--- src/rtl/core_pkg.sv ---
// Shared fetch-side types: data widths, fetch FSM states and the buffered instruction entry.
package core_pkg;

    localparam int XLEN = 32;
    localparam int ILEN = 32;

    typedef enum logic {
        RUN  = 1'b0,
        HALT = 1'b1
    } fetch_state_t;

    typedef struct packed {
        logic            fault;
        logic [XLEN-1:0] pc;
        logic [ILEN-1:0] data;
    } fetch_entry_t;

    // Instruction fetches are always word aligned; the low two address bits are dropped.
    function automatic logic [XLEN-1:0] align_pc(input logic [XLEN-1:0] pc);
        return pc & ~XLEN'(3);
    endfunction

endpackage

--- src/rtl/fetch_fifo.sv ---
// Synchronous FIFO of arbitrary entry type; used both as the instruction buffer and the tag queue.
module fetch_fifo #(
    parameter int  DEPTH = 4,
    parameter type T     = logic [31:0]
) (
    input  logic                         clk,
    input  logic                         rst,
    input  logic                         clr,
    input  logic                         push,
    input  T                             push_data,
    input  logic                         pop,
    output T                             head,
    output logic                         full,
    output logic                         empty,
    output logic [$clog2(DEPTH+1)-1:0]   count
);

    localparam int AW = $clog2(DEPTH);
    localparam int CW = $clog2(DEPTH + 1);

    T               mem [DEPTH];
    logic [AW-1:0]  wr_ptr;
    logic [AW-1:0]  rd_ptr;
    logic           do_push;
    logic           do_pop;

    assign empty   = (count == '0);
    assign full    = (count == CW'(DEPTH));
    assign do_pop  = pop && !empty;
    // A full FIFO still takes a push when the head leaves in the same cycle.
    assign do_push = push && (!full || do_pop);
    assign head    = mem[rd_ptr];

    always_ff @(posedge clk) begin
        if (rst || clr) begin
            wr_ptr <= '0;
            rd_ptr <= '0;
            count  <= '0;
        end else begin
            if (do_push) wr_ptr <= wr_ptr + AW'(1);
            if (do_pop)  rd_ptr <= rd_ptr + AW'(1);
            if (do_push && !do_pop)
                count <= count + CW'(1);
            else if (do_pop && !do_push)
                count <= count - CW'(1);
        end
    end

    always_ff @(posedge clk) begin
        if (do_push && !clr)
            mem[wr_ptr] <= push_data;
    end

endmodule

--- src/rtl/ifetch.sv ---
// Instruction fetch: issues word-aligned requests under a credit limit, buffers in-order
// responses for decode, drops stale responses after a redirect and halts on an access fault.
module ifetch
    import core_pkg::*;
#(
    parameter logic [XLEN-1:0] RESET_PC  = 32'h0000_0000,
    parameter int              BUF_DEPTH = 4
) (
    input  logic             clk,
    input  logic             rst,
    input  logic             redirect_valid,
    input  logic [XLEN-1:0]  redirect_pc,
    output logic             imem_req_valid,
    input  logic             imem_req_ready,
    output logic [XLEN-1:0]  imem_req_addr,
    input  logic             imem_rsp_valid,
    input  logic [ILEN-1:0]  imem_rsp_data,
    input  logic             imem_rsp_err,
    output logic             inst_valid,
    input  logic             inst_ready,
    output logic [ILEN-1:0]  inst_data,
    output logic [XLEN-1:0]  inst_pc,
    output logic             inst_fault
);

    localparam int CW = $clog2(BUF_DEPTH + 1);

    fetch_state_t    state;
    fetch_state_t    state_next;
    logic [XLEN-1:0] fetch_pc;
    logic [CW-1:0]   drop_cnt;
    logic [CW-1:0]   tag_count;
    logic [CW-1:0]   buf_count;
    logic [CW:0]     occupancy;
    logic [XLEN-1:0] tag_pc;
    logic            tag_full;
    logic            tag_empty;
    logic            buf_full;
    logic            buf_empty;
    fetch_entry_t    buf_head;
    fetch_entry_t    buf_wdata;
    logic            req_fire;
    logic            rsp_accept;
    logic            rsp_keep;
    logic            buf_pop;

    // Dropped responses still hold a credit until they return, so they are part of inflight.
    assign occupancy      = {1'b0, tag_count} + {1'b0, buf_count};
    assign imem_req_valid = !rst && (state == RUN) && !tag_full && !buf_full
                            && (occupancy < (CW+1)'(BUF_DEPTH));
    assign imem_req_addr  = fetch_pc;
    assign req_fire       = imem_req_valid && imem_req_ready;

    assign rsp_accept = imem_rsp_valid && !tag_empty;
    assign rsp_keep   = rsp_accept && (drop_cnt == '0) && !redirect_valid;
    assign buf_pop    = inst_valid && inst_ready;

    always_comb begin
        buf_wdata       = '0;
        buf_wdata.fault = imem_rsp_err;
        buf_wdata.pc    = tag_pc;
        buf_wdata.data  = imem_rsp_data;
    end

    fetch_fifo #(
        .DEPTH (BUF_DEPTH),
        .T     (logic [XLEN-1:0])
    ) u_tag_q (
        .clk       (clk),
        .rst       (rst),
        .clr       (1'b0),
        .push      (req_fire),
        .push_data (fetch_pc),
        .pop       (rsp_accept),
        .head      (tag_pc),
        .full      (tag_full),
        .empty     (tag_empty),
        .count     (tag_count)
    );

    fetch_fifo #(
        .DEPTH (BUF_DEPTH),
        .T     (fetch_entry_t)
    ) u_inst_buf (
        .clk       (clk),
        .rst       (rst),
        .clr       (redirect_valid),
        .push      (rsp_keep),
        .push_data (buf_wdata),
        .pop       (buf_pop),
        .head      (buf_head),
        .full      (buf_full),
        .empty     (buf_empty),
        .count     (buf_count)
    );

    always_ff @(posedge clk) begin
        if (rst)
            fetch_pc <= RESET_PC;
        else if (redirect_valid)
            fetch_pc <= align_pc(redirect_pc);
        else if (req_fire)
            fetch_pc <= fetch_pc + XLEN'(4);
    end

    // Everything still outstanding at a redirect, including this cycle's handshake, is stale.
    always_ff @(posedge clk) begin
        if (rst)
            drop_cnt <= '0;
        else if (redirect_valid)
            drop_cnt <= tag_count + CW'(req_fire) - CW'(rsp_accept);
        else if (rsp_accept && (drop_cnt != '0))
            drop_cnt <= drop_cnt - CW'(1);
    end

    always_ff @(posedge clk) begin
        if (rst)
            state <= RUN;
        else
            state <= state_next;
    end

    always_comb begin
        state_next = state;
        if (redirect_valid)
            state_next = RUN;
        else if (rsp_keep && imem_rsp_err)
            state_next = HALT;
    end

    assign inst_valid = !rst && !buf_empty;
    assign inst_data  = inst_valid ? buf_head.data  : '0;
    assign inst_pc    = inst_valid ? buf_head.pc    : '0;
    assign inst_fault = inst_valid ? buf_head.fault : 1'b0;

endmodule

--- config.mk ---
export PLATFORM = sky130hd
export DESIGN_NAME = ifetch
export DESIGN_NICKNAME = d
export VERILOG_FILES = /design/src/rtl/core_pkg.sv /design/src/rtl/fetch_fifo.sv /design/src/rtl/ifetch.sv
export SDC_FILE = /design/constraint.sdc
export NUM_CORES = 1
export LEC_CHECK = 0
export ABC_AREA = 0
export CORE_MARGIN = 5
export CORE_UTILIZATION = 57
export CTS_CLUSTER_SIZE = 14
export DETAILED_ROUTE_END_ITERATION = 16
export DONT_BUFFER_PORTS = 1
export PLACE_DENSITY = 0.75
export REMOVE_ABC_BUFFERS = 1
export SLEW_MARGIN = 20
export SYNTH_ARGS = -nofsm -noshare
export SYNTH_HDL_FRONTEND = slang
export SYNTH_SLANG_ARGS = --single-unit
--- constraint.sdc ---
create_clock -name clk -period 4 [get_ports clk]
set_clock_uncertainty 0.2 [all_clocks]
set_input_delay 1 -clock clk [delete_from_list [all_inputs] [get_ports clk]]
set_output_delay 1 -clock clk [all_outputs]
set_load 0.03 [all_outputs]
# [Yosys cells after proc, flatten, opt, wreduce, memory -nomap -nowiden]
# Memories as Yosys holds them, arrays and structs flattened. A register that Yosys moved wholly into a read port is not among the register bits.
# Index checks and enable logic that the tools add are counted.
[totals] register_bits=50 mem_bits_rw=388 in_bits=71 word_cells=91 n_memories=2
[op_classes] n_addsub=13 n_lt_le_gt_ge=1 n_eq_ne=2 n_mux=19 n_bitwise=1 n_reduce_logical=43
[mem_list] name="u_inst_buf.mem" depth=4 width=65 rd=1 rd_ports_with_merged_regs=1 write_ports=1 line="fetch_fifo.sv:21" rtl="T mem [DEPTH];"
[mem_list] name="u_tag_q.mem" depth=4 width=32 rd=1 rd_ports_with_merged_regs=1 write_ports=1 line="fetch_fifo.sv:21"
[op_table] op="$mux W32" count=4
[op_table] op="$add A32 B3 Y32 const B" count=1
[op_table] op="$logic_and A1 B1 Y1" count=21
[op_table] op="$mux W3" count=6
[op_table] op="$logic_not A1 Y1" count=10
[op_table] op="$logic_not A3 Y1" count=3
[op_table] op="$sub A3 B1 Y3 const B" count=3
[op_table] op="$add A2 B1 Y2 const B" count=4
[op_table] op="$mux W2" count=4
[op_table] op="$reduce_bool A2 Y1" count=4
[op_table] op="$add A3 B1 Y3 const B" count=2
[op_table] op="$eq A3 B3 Y1 const B" count=2
[op_table] op="$mux W1" count=5
[op_table] op="$add A3 B3 Y4" count=1
[op_table] op="$lt A4 B3 Y1 const B" count=1
[op_table] op="$add A3 B1 Y3" count=1
[op_table] op="$logic_or A1 B1 Y1" count=3
[op_table] op="$reduce_bool A3 Y1" count=1
[op_table] op="$sub A3 B1 Y3" count=1
[op_table] op="$reduce_or A2 Y1" count=1
[op_table] op="$not A1 Y1" count=1

# [Logic depth before layout (Yosys ltp)]
# Gate-level depths: netlist of run 1.
[logic_depth] ltp_word=11 depth_mapped=11 depth_no_buf=10

# [Cells and area by module]
# Synthesis of run 1 repeated with hierarchy kept, for this count alone.
[unflattened] hier_cells=935 area_unflattened_um2=17628.2
[by_module_without_submodules] mod="fetch_fifo (u_inst_buf)" n_inst=1 cells_each=391 area_per_inst_um2=9913.3
[by_module_without_submodules] mod="fetch_fifo (u_tag_q)" n_inst=1 cells_each=219 area_per_inst_um2=5196.2
[by_module_without_submodules] mod="ifetch" n_inst=1 cells_each=325 area_per_inst_um2=2518.7

# [Worst setup path before layout of run 1]
# OpenSTA, ideal clock, no wires.
[synth_path] kind="input port to flip-flop" start="input port rst" end="memory u_inst_buf.mem[1][0] (netlist bit) (enable)" setup_time_ps=428 arrival_time_ps=3333 required_time_ps=3372 slack_ps=39 cell_stages=4 path_buffers=1 path_cell_list="buf_6 nand2b_1 a2111oi_4 and2_1"
[synth_via] elab_chain_len=9
[synth_lines] element="start: declaration" line="ifetch.sv:10" rtl="input logic rst,"
[synth_lines] element="$logic_not A1 Y1" line="ifetch.sv:131" rtl="assign inst_valid = !rst && !buf_empty;"
[synth_lines] element="$logic_and A1 B1 Y1" line="ifetch.sv:131"
[synth_lines] element="$logic_and A1 B1 Y1" line="ifetch.sv:56" rtl="assign buf_pop = inst_valid && inst_ready;"
[synth_lines] element="$logic_and A1 B1 Y1" line="fetch_fifo.sv:29" rtl="assign do_pop = pop && !empty;"
[synth_lines] element="$logic_or A1 B1 Y1" line="fetch_fifo.sv:31" rtl="assign do_push = push && (!full || do_pop);"
[synth_lines] element="$logic_and A1 B1 Y1" line="fetch_fifo.sv:31"
[synth_lines] element="$logic_and A1 B1 Y1" line="fetch_fifo.sv:50" rtl="if (do_push && !clr)"
[synth_lines] element="$mux W1" line="fetch_fifo.sv:50"
[synth_lines] element="$mux W1 (not written as such)" line="fetch_fifo.sv:51" rtl="mem[wr_ptr] <= push_data;"
[synth_lines] element="end: declaration" line="fetch_fifo.sv:21"
# No other way between the ends.

==> key figures, run 1 <==
Power
  • Lkg Pwr: 6.028 nW
  • PD cells: 566.7 nW/um^2
  • VDD IR max: 438.1 uV

Global route
  • First-pass GRT wire length: 50250 microns
  • Initial antenna violation count: 1
  • GRT Residual Overflow: 0
  • Number of global-route vias before repair: 8588
  • Gr usage total: 19.66%
  • Pin count of the biggest net entering global routing: 46

CTS
  • CTS tree: built
  • CTS Buf Count: 42
  • CTS resizes: 0
  • CTS sink cnt: 424
  • Clock latency on the worst-skew pair: 0.52 ns
  • Clk root buf: clkbuf_16
  • Max clock buf depth: 3
  • Clock-pin slew on the worst setup and hold paths: 0.06 ns
  • Htree depth: 2
  • Setup Buffers After CTS: 0
  • Hold_buf cts: 0

Floorplanning
  • Starting Density: 57.52%
  • Die Y-Extent: 182.5 microns
  • DIE AREA: 33300 sq um
  • Die Wd: 182.5 microns
  • Core area: 29480 sq um
  • IO Pins: 170
  • Number of core rows: 63

Critical path
  • Critical path class: reg -> out
  • Data arrival, critical path: 2.38 ns
  • Crit-path max cell delay: 0.65 ns
  • Cell family with most CP delay: flip-flops
  • Maximum fanout along the worst path: 19
  • Worst setup EP type: output pin
  • Crit-path cells: buf_4 > mux4_2 > and2_1
  • Worst path buffer plus inverter count: 1
  • Worst path required time: 2.80 ns
  • Critical path's slowest cell: dfxtp_4
  • Crit start category: register

Synthesis
  • Most used DFF post-synth: edfxtp_1
  • Post-Syn Instances: 915
  • Post-synthesis cell type count: 53
  • Sequential fraction of the synthesis area: 72.01%
  • #FFs+latches synth: 424
  • EDFF count, synth: 372
  • Mapped Avg Cell Area: 18.53 sq um
  • Cell Area, Synth: 16960 sq um
  • FFs w/ async S/R, synth: 0%
  • Warnings from Yosys: 0

Timing
  • Final setup fails: 0
  • Final Max Slew Viols: 0
  • RSZ-0062 raised after global routing: no
  • Max_slew headroom: 49.91%
  • Final hold vios: 0
  • Fmax achieved: 279.4 MHz
  • Final WS setup: 0.4213 ns
  • Crit share post-route: 89.47%
  • Tmin final: 3.579 ns
  • Total negative setup slack: 0 ns
  • Tightest Pin Transition: 0.7503 ns

Route
  • Met2 WL post-DR: 16220 microns
  • Vias: 8122
  • DRT Wirelength: 32580 microns
  • Top routing layer in use: met5
  • Routed len/inst: 23.75 microns
  • Initial DRC count: 551
  • Routed wl met3: 2630 microns
  • Total DRC errors in the routed layout: 0
  • Metal-1 WL: 13110 microns
  • Antenna Nets Post-Route: 0
  • Drt first pass iters: 5
  • Vias/cell: 5.920

Hold path
  • Hold Crit Class: reg -> reg

Finish
  • Area grow syn2layout: 11.95%
  • Post-layout util: 64.40%
  • Layout cell share with drive strength beyond 1: 24.03%
  • ANT cells: 0
  • Net count, final: 1039

Run status
  • Status: complete, no violations

Run
  • Number of max-cap violations: 0

Place
  • Gpl congestion: 0.7701
  • I/O Buffers: 0
  • DP HPWL: 20390 microns
  • Place WS: 0.6825 ns
==> cell usage after synthesis (5+ instances only) <==
library cell | n | area (sq um)
a211oi_1 | 12 | 90.09
a21oi_1 | 19 | 95.09
a311oi_1 | 5 | 43.79
and2_1 | 71 | 444.2
buf_2 | 9 | 45.04
clkbuf_1 | 31 | 116.4
dfxtp_1 | 52 | 1041
edfxtp_1 | 372 | 11170
ha_1 | 17 | 212.7
inv_1 | 18 | 67.56
mux4_2 | 93 | 2095
nand2_1 | 19 | 71.32
nand3_1 | 13 | 65.06
nand4_1 | 5 | 31.28
nor2_1 | 40 | 150.1
nor3_1 | 8 | 40.04
nor4_2 | 12 | 150.1
o21ai_0 | 5 | 25.02
o21bai_1 | 13 | 97.59
xnor2_1 | 29 | 254.0
xor2_1 | 8 | 70.07
==> layout by cell type (no fill, tap or decap), types with 19 or more instances in the layout <==
| cell | netlist | layout |
|---|---|---|
| a21oi_1 | 19 | 19 |
| buf_4 | 4 | 31 |
| edfxtp_1 | 372 | 372 |
| nand2_1 | 19 | 19 |
| nor2_1 | 40 | 39 |
| mux4_2 | 93 | 93 |
| and2_1 | 71 | 67 |
| dfxtp_1 | 52 | 49 |
| xnor2_1 | 29 | 29 |
| clkbuf_16 | 0 | 45 |
==> area by class of cell <==
class                      count  area, sq um
sequential                   424        12220
timing repair buffer          37        352.8
clock inverter                25        178.9
multi-input combinational    425         4461
fill                        2010        10500
tap                          390        488.0
clock buffer                  53         1216
inverter                      18        67.56
==> per-layer routing <==
layer / global-route usage [%] / vias up
met1: 25.40 / 4139
met3: 6.299 / 45
met2: 32.78 / 257
met4: 4.953 / 2
li1: - / 3679
met5: 0 / -
==> stage by stage <==
step / hold WS [ns] / std cells / power (mW) / cell area (sq um)
2_1_floorplan: 0.2278 / 867 / 6.595 / 16720
3_3_place_gp: 0.2728 / 1294 / 6.972 / 17590
3_5_place_dp: 0.2727 / 1294 / 7.028 / 17590
4_1_cts: 0.2855 / 1372 / 10.87 / 18980
5_1_grt: 0.3141 / 1372 / 11.21 / 18980
6_report: 0.2998 / 1372 / 10.76 / 18980
==> sequential cells by signal, summed over array words and instances (netlist names), named ones only <==
signal	count
u_inst_buf.mem	252
u_tag_q.mem	120
imem_req_addr	30
drop_cnt	3
u_inst_buf.count	3
u_tag_q.count	3
u_inst_buf.rd_ptr	2
u_inst_buf.wr_ptr	2
u_tag_q.rd_ptr	2
u_tag_q.wr_ptr	2
state	1
==> cell families (layout without fill, tap and decap cells) <==
| family | count (synthesis) | count (layout) | share of synthesized area [%] |
|---|---|---|---|
| other | 1 | 4 | 0.02211 |
| buffers and inverters | 69 | 133 | 1.859 |
| DFF | 424 | 424 | 72.01 |
| adders and majority gates | 20 | 20 | 1.608 |
| muxes | 95 | 95 | 12.47 |
| xor gates and xnor gates | 37 | 37 | 1.911 |
| and+or+nand+nor | 206 | 206 | 7.511 |
| AOI/OAI and AO/OA | 63 | 63 | 2.612 |
==> worst register-to-register path: cells and delay by family, from the launching register on <==
| kind | cells | cell delay (ns) |
|---|---|---|
| adders and majority gates | 3 | 0.92 |
| DFF | 1 | 0.38 |
| buffers and inverters | 2 | 0.30 |
| xor gates and xnor gates | 2 | 0.33 |
| AOI/OAI and AO/OA | 2 | 0.90 |
==> power by group <==
group	internal [mW]	switching, mW	total [mW]
clock network	2.28	1.57	3.85
logic	0.591	0.857	1.45
registers	5.25	0.210	5.46
total	8.13	2.63	10.8
==> path summary, 6_finish.rpt <==
path / start / endpoint / slack [ns] / depth (start not counted)
hold reg to reg: state / state / 0.30 / 2
setup / recovery: register / inst_pc[23] / 0.42 / 3
hold / removal: state / state / 0.30 / 2
setup reg to reg: u_tag_q.count[0] / drop_cnt[2] / 0.89 / 9
(Power assumes the default switching activity.)
==> run 2: changes to the inputs <==
CORE_UTILIZATION = 45   (was 57)
PLACE_DENSITY = unset   (was 0.75)
==> run 2 against run 1 <==
Against the previous run: register-to-register slack about the same; setup slack improved by 0.024 ns; maximum frequency up 0.68%; core utilization shrank 13 points; final area increased by 1.3%; die area up 25%; total power up 1.0%; sequential cell count did not move; sequential share of layout area decreased by 0.83 points; first-iteration DRC count is 22% lower; critical path type unchanged; largest power group unchanged; highest routed layer unchanged.
==> key figures, run 2 (synthesized netlist as in run 1, its figures left out) <==
Finish
  • Most frequent cells in the layout: edfxtp_1 (372), mux4_2 (93), and2_1 (67), dfxtp_1 (49), clkbuf_16 (45)
  • Most common cell after layout, fill and taps aside: edfxtp_1
  • Largest Register: u_inst_buf.mem
  • Final non-filler cell total: 1500
  • Area grow syn2layout: 13.41%
  • Post-layout util: 51.42%
  • Layout cell share with drive strength beyond 1: 23.89%
  • Largest register FFs: 252
  • Net count, final: 1045

Global route
  • Pin count of the biggest net entering global routing: 59
  • GRT Residual Overflow: 0
  • Initial antenna violation count: 2
  • Number of global-route vias before repair: 8494
  • First-pass GRT wire length: 52250 microns
  • Gr usage total: 16.55%

Run
  • Number of max-cap violations: 0

CTS
  • Setup Buffers After CTS: 0
  • Htree depth: 2
  • Max clock buf depth: 3
  • Clk root buf: clkbuf_16
  • Clock-pin slew on the worst setup and hold paths: 0.06 ns
  • CTS Buf Count: 43
  • Clock latency on the worst-skew pair: 0.54 ns
  • Hold_buf cts: 0
  • CTS tree: built
  • CTS sink cnt: 424
  • CTS resizes: 0

Power
  • PD cells: 565.2 nW/um^2
  • Clk pwr share: 36.0%
  • NetSw: 2.684 mW
  • Lkg Pwr: 6.053 nW
  • Sw frac: 24.70%
  • Logic pwr share: 13.9%
  • Seq pwr share: 50.1%
  • Cell Int Power: 8.185 mW
  • VDD IR max: 314.3 uV

Critical path
  • Critical path's slowest cell: dfxtp_4
  • Crit-path max cell delay: 0.61 ns
  • Worst path required time: 2.80 ns
  • Critical path class: reg -> out
  • Cell family with most CP delay: flip-flops
  • Crit start category: register
  • Data arrival, critical path: 2.35 ns
  • Maximum fanout along the worst path: 16
  • Worst path buffer plus inverter count: 1
  • Worst setup EP type: output pin
  • Crit-path cells: buf_4 > mux4_2 > and2_1

Route
  • Antenna Nets Post-Route: 0
  • Drt first pass iters: 4
  • Vias/cell: 5.394
  • DRT Wirelength: 34460 microns
  • Total DRC errors in the routed layout: 0
  • Routed len/inst: 22.97 microns
  • Initial DRC count: 430
  • Vias: 8091

Run status
  • Status: complete, no violations

Timing
  • Final Max Slew Viols: 0
  • Crit share post-route: 88.86%
  • Max_slew headroom: 31.89%
  • Final hold vios: 0
  • RSZ-0062 raised after global routing: no
  • Tmin final: 3.554 ns
  • Fmax achieved: 281.3 MHz
  • Total negative setup slack: 0 ns
  • Tightest Pin Transition: 1.022 ns
  • Final setup fails: 0

Floorplanning
  • Starting Density: 45.34%
  • Core area: 37400 sq um
  • Die Y-Extent: 204.1 microns
  • Die Wd: 204.1 microns
  • DIE AREA: 41670 sq um
  • Number of core rows: 71
  • IO Pins: 170

Place
  • Cell count after placement: 1420
  • Gpl congestion: 0.7605
  • DP HPWL: 22470 microns
  • I/O Buffers: 0

Hold path
  • Hold Crit Class: reg -> reg
run 2: cell count changes in the layout (fill, tap and decap cells not counted), sizes merged:
cell	before	now
diode	0	1
buf	37	42
clkinvlp	3	4
bufinv	2	4
clkinv	20	15
clkbuf	53	56
run 2: per-layer routing:
layer / GRT usage (%) / up-vias / part of all wire, %
li1: - / 3686 / -
met1: 22.19 / 4171 / 42
met2: 27.34 / 185 / 49
met3: 4.427 / 47 / 6.4
met4: 3.996 / 2 / 1.7
met5: 0 / - / 0.058
run 2: worst paths after layout:
path	slack, ns	startpoint	depth (start not counted)	to
max reg2reg	0.88	u_tag_q.count[2]	10	u_tag_q.count[2]
min	0.30	state	2	state
max	0.45	register	3	inst_pc[3]
min reg2reg	0.30	state	2	state
run 2: worst min-delay path, delay by kind of cell (launching register included):
family,cells,cell delay [ns]
compound gates,1,0.05
flops,1,0.33
simple gates,1,0.08
run 2: stage by stage:
| stage | setup slack, ns | hold WS, ns | instance area [sq um] | power [mW] |
|---|---|---|---|---|
| 5_1_grt | 0.3034 | 0.3004 | 19230 | 11.36 |
| 3_5_place_dp | 0.6520 | 0.2751 | 17840 | 7.078 |
| 4_1_cts | 0.3379 | 0.2925 | 19230 | 11.02 |
| 3_3_place_gp | 0.6634 | 0.2689 | 17840 | 7.045 |
| 6_report | 0.4455 | 0.2998 | 19230 | 10.87 |
| 2_1_floorplan | -0.7956 | 0.2278 | 16720 | 6.595 |
run 2: cell type report:
cell class | count | area, sq um
Timing Repair Buffer | 42 | 452.9
Fill cell | 3024 | 18170
Antenna cell | 1 | 2.502
Multi-Input combinational cell | 425 | 4461
Clock inverter | 23 | 221.5
Sequential cell | 424 | 12220
Clock buffer | 56 | 1167
Inverter | 18 | 67.56
Tap cell | 511 | 639.4
run 2: power by group through the flow:
stage | Clock (mW) | Combinational (mW) | Sequential (mW)
4_1_cts | 4.03 | 1.54 | 5.45
2_1_floorplan | 0 | 1.03 | 5.57
3_3_place_gp | 0 | 1.51 | 5.53
3_5_place_dp | 0 | 1.53 | 5.54
5_1_grt | 4.23 | 1.65 | 5.47
6_report | 3.92 | 1.51 | 5.44
==> run 3: changes to the inputs <==
DONT_BUFFER_PORTS = unset   (was 1)
PLACE_DENSITY = 0.68   (was unset)
SETUP_SLACK_MARGIN = 0.05   (was unset)
==> run 3 against run 2 <==
Against the previous run: register-to-register slack better by 0.07 ns; final area is 9.5% higher; clock power increased by 2%; core utilization grew 4.9 points; maximum frequency fell by 3.3%; via count is 8.5% higher; count of clock-buffer cells in the layout up 4; critical endpoint is now inst_pc[21]; sequential share of layout area decreased by 5.5 points; non-clock buffer count grew 159; sequential power hardly changed; largest cell class unchanged; highest routed layer is now met4; setup slack got worse by 0.12 ns; combinational power grew 17%.
==> key figures, run 3 (synthesized netlist as in run 1, its figures left out) <==
Run status
  • Status: complete, no violations

Timing
  • Final Max Slew Viols: 0
  • Crit share post-route: 91.93%
  • Final setup fails: 0
  • Final hold vios: 0
  • Tmin final: 3.677 ns
  • Max_slew headroom: 43.43%
  • Fmax achieved: 271.9 MHz
  • Tightest Pin Transition: 0.8485 ns
  • RSZ-0062 raised after global routing: no
  • Hold slack: 0.2855 ns

Power
  • Clk pwr share: 35.7%
  • Sw frac: 24.55%
  • Seq pwr share: 48.6%
  • Lkg Pwr: 6.855 nW
  • NetSw: 2.758 mW
  • PD cells: 533.5 nW/um^2
  • Cell Int Power: 8.477 mW
  • Logic pwr share: 15.7%
  • VDD IR max: 321.5 uV

CTS
  • Clock-pin slew on the worst setup and hold paths: 0.06 ns
  • CTS resizes: 0
  • Clock latency on the worst-skew pair: 0.54 ns
  • CTS Buf Count: 44
  • Hold_buf cts: 0
  • Htree depth: 2
  • CTS sink cnt: 424
  • Setup Buffers After CTS: 0
  • CTS tree: built
  • Max clock buf depth: 3
  • Clk root buf: clkbuf_16

Global route
  • GRT Residual Overflow: 0
  • First-pass GRT wire length: 55520 microns
  • Number of global-route vias before repair: 9280
  • Pin count of the biggest net entering global routing: 31
  • Gr usage total: 17.30%
  • Initial antenna violation count: 0

Hold path
  • Hold Crit Class: reg -> reg

Finish
  • Layout cell share with drive strength beyond 1: 25.74%
  • Final Instance Area: 21060 sq um
  • Post-layout util: 56.31%
  • Most frequent cells in the layout: edfxtp_1 (372), clkdlybuf4s50_1 (98), mux4_2 (93), and2_1 (67), buf_4 (63)
  • Largest register FFs: 252
  • Most common cell after layout, fill and taps aside: edfxtp_1
  • Largest Register: u_inst_buf.mem
  • Net count, final: 1205
  • Area grow syn2layout: 24.18%

Route
  • Vias: 8780
  • Routed len/inst: 21.55 microns
  • Vias/cell: 5.296
  • Total DRC errors in the routed layout: 0
  • Initial DRC count: 495
  • Drt first pass iters: 4
  • Antenna Nets Post-Route: 0
  • DRT Wirelength: 35730 microns

Floorplanning
  • Number of core rows: 71
  • DIE AREA: 41670 sq um
  • Core area: 37400 sq um
  • IO Pins: 170
  • Die Wd: 204.1 microns
  • Starting Density: 45.34%
  • Die Y-Extent: 204.1 microns

Critical path
  • Worst path required time: 2.80 ns
  • Worst setup EP type: output pin
  • Critical path's slowest cell: dfxtp_4
  • Crit-path max cell delay: 0.64 ns
  • Crit-path cells: buf_4 > mux4_2 > and2_1 > buf_4
  • Most common cell on crit path: buf_4
  • Data arrival, critical path: 2.48 ns
  • Critical path class: reg -> out
  • Maximum fanout along the worst path: 19
  • Crit start category: register

Place
  • Gpl congestion: 0.7727
  • DP HPWL: 23450 microns
  • Placed Instance Area: 19630 sq um
  • I/O Buffers: 163

Run
  • Number of max-cap violations: 0
## run 3: worst max-delay path, delay by kind of cell (launching register included)
family                 cells  cell delay (ns)
AND/OR/NAND/NOR            1             0.18
flip-flops                 1             0.64
multiplexers               1             0.55
buffers and inverters      2             0.55
## run 3: power by group through the flow
stage	clock network (mW)	logic, mW	registers (mW)
floorplan	0	1.03	5.57
global placement	0	1.75	5.54
detailed placement	0	1.79	5.56
CTS	4.10	1.80	5.47
global route	4.29	1.92	5.50
finish	4.01	1.77	5.46
## run 3: final cells by class
class / instances / area [sq um]
inverters: 18 / 67.56
repair buffers: 201 / 2240
well taps: 511 / 639.4
multi-input cells: 425 / 4461
diodes: 1 / 2.502
fillers: 2871 / 16340
flip-flops and latches: 424 / 12220
clock buffers: 60 / 1234
clock inverters: 18 / 195.2
## run 3: metrics by stage
step	power (mW)	worst slack [ns]	setup TNS, ns	std cells
after floorplan	6.595	-0.7956	-107.15	867
after global placement	7.288	0.3623	0	1579
after detailed placement	7.349	0.3303	0	1579
after CTS	11.37	0.2397	0	1657
after global routing	11.70	0.1669	0	1657
final	11.24	0.3227	0	1658
## run 3: final timing paths
path | start | endpoint | slack, ns | cells past startpoint
max reg2reg | u_tag_q.count[2] | u_tag_q.mem[0][17] | 0.95 | 7
max | register | inst_pc[21] | 0.32 | 4
min reg2reg | state | state | 0.29 | 2
min | state | state | 0.29 | 2
## run 3: per-layer routing
layer  wire length (microns)  vias to the layer above  global-route usage (%)  part of all wire [%]
met5                       0                        -                       0                     0
met4                     503                        0                   3.518                   1.4
met3                    2118                       39                   3.301                   5.9
met2                   17530                      238                   28.41                    49
met1                   15580                     4494                   24.55                    44
li1                        -                     4009                       -                     -
==> RTL change, RTL diff (flow settings as in run 1) <==
Put a register stage on the output `inst_fault`, with the module's reset. The value now appears one clock later. The other outputs are not delayed to match.
--- a/src/rtl/ifetch.sv
+++ b/src/rtl/ifetch.sv
@@ -132,5 +132,11 @@
     assign inst_data  = inst_valid ? buf_head.data  : '0;
     assign inst_pc    = inst_valid ? buf_head.pc    : '0;
-    assign inst_fault = inst_valid ? buf_head.fault : 1'b0;
+    always_ff @(posedge clk) begin
+        if (rst) begin
+            inst_fault <= '0;
+        end else begin
+            inst_fault <= inst_valid ? buf_head.fault : 1'b0;
+        end
+    end
 
 endmodule
Formal check against the unedited RTL: not equivalent (Yosys sat finds a counterexample within 4 cycles, from zero or initial values and one cycle with rst high).
==> RTL change against run 1 <==
- sequential share of layout area up 0.39 points
- count of clock-buffer cells in the layout up 7
- sequential cell count up 1
- total power down 0.78%
- final area down 0.44%
- routed wire length down 2.1%
- worst setup slack worse by 0.026 ns
- fmax down 0.71%
- synthesized area down 0.33%
- synthesized cell count down 0.77%
- critical path type unchanged
- highest routed layer is now met4
==> RTL change: results <==
[synthesis]
synth-compound-area-share_pct = 2.56
yosysUniqueCellTypes = 50
synth-xor-area-share_pct = 1.76
synth_mux_area_share_pct = 12.6
synthAdderAreaFrac_pct = 1.61

[status]
status = "finished clean"

[critical_path]
rrSetupSlack_ns = 0.93
reg2reg_to = "u_inst_buf.count[2]"
cp.arrival_ns = 2.40
rr_worst_depth = 8

[drt]
wl_per_cell_um = 23.5
wl_met3_um = 2390

[global_routing]
grt_pass1_vias = 8400
globalRouteMet2Util_pct = 32.3
grt_antenna_before_repair = 0
globalRouteMet3Util_pct = 4.98
grt_max_degree = 67
track_usage_pct = 19.5

[place]
dpl_worst_slack_ns = 0.482
place_inst = 1282

[pwr]
p_leak_nw = 5.99

[sta]
whs_ns = 0.299
fin_crit_ns = 3.60

[cells_and_area]
nFillCells = 2018
drive_gt1_share_pct = 20.8
## RTL change: area by class of cell
type	count	area (um2)	share of cell area (%)
Sequential cell	425	12200	64.8
Multi-Input combinational cell	416	4390	23.2
Clock buffer	60	1190	6.30
Tap cell	390	488	2.58
Timing Repair Buffer	30	363	1.92
Clock inverter	15	150	0.794
Inverter	21	78.8	0.417
## RTL change: report_power, final
part / switching, mW / internal [mW] / total (mW) / leakage (nW)
combinational: 0.813 / 0.593 / 1.41 / 1.52
clock: 1.51 / 2.26 / 3.77 / 0.654
sequential: 0.234 / 5.26 / 5.50 / 3.82
## RTL change: critical path, stage by stage (launching register included)
cell	delay [ns]
dfxtp_1	0.44
ha_1	0.30
nor4_4	0.32
o311ai_4	0.23
buf_4	0.26
nor2b_1	0.15
buf_4	0.18
## RTL change: cells by family after synthesis
logic type      after synthesis
simple gates                207
compound gates               54
xor+xnor                     34
fa+ha+maj                    20
other cells                   1
flops                       425
buf+inv                      70
mux                          97
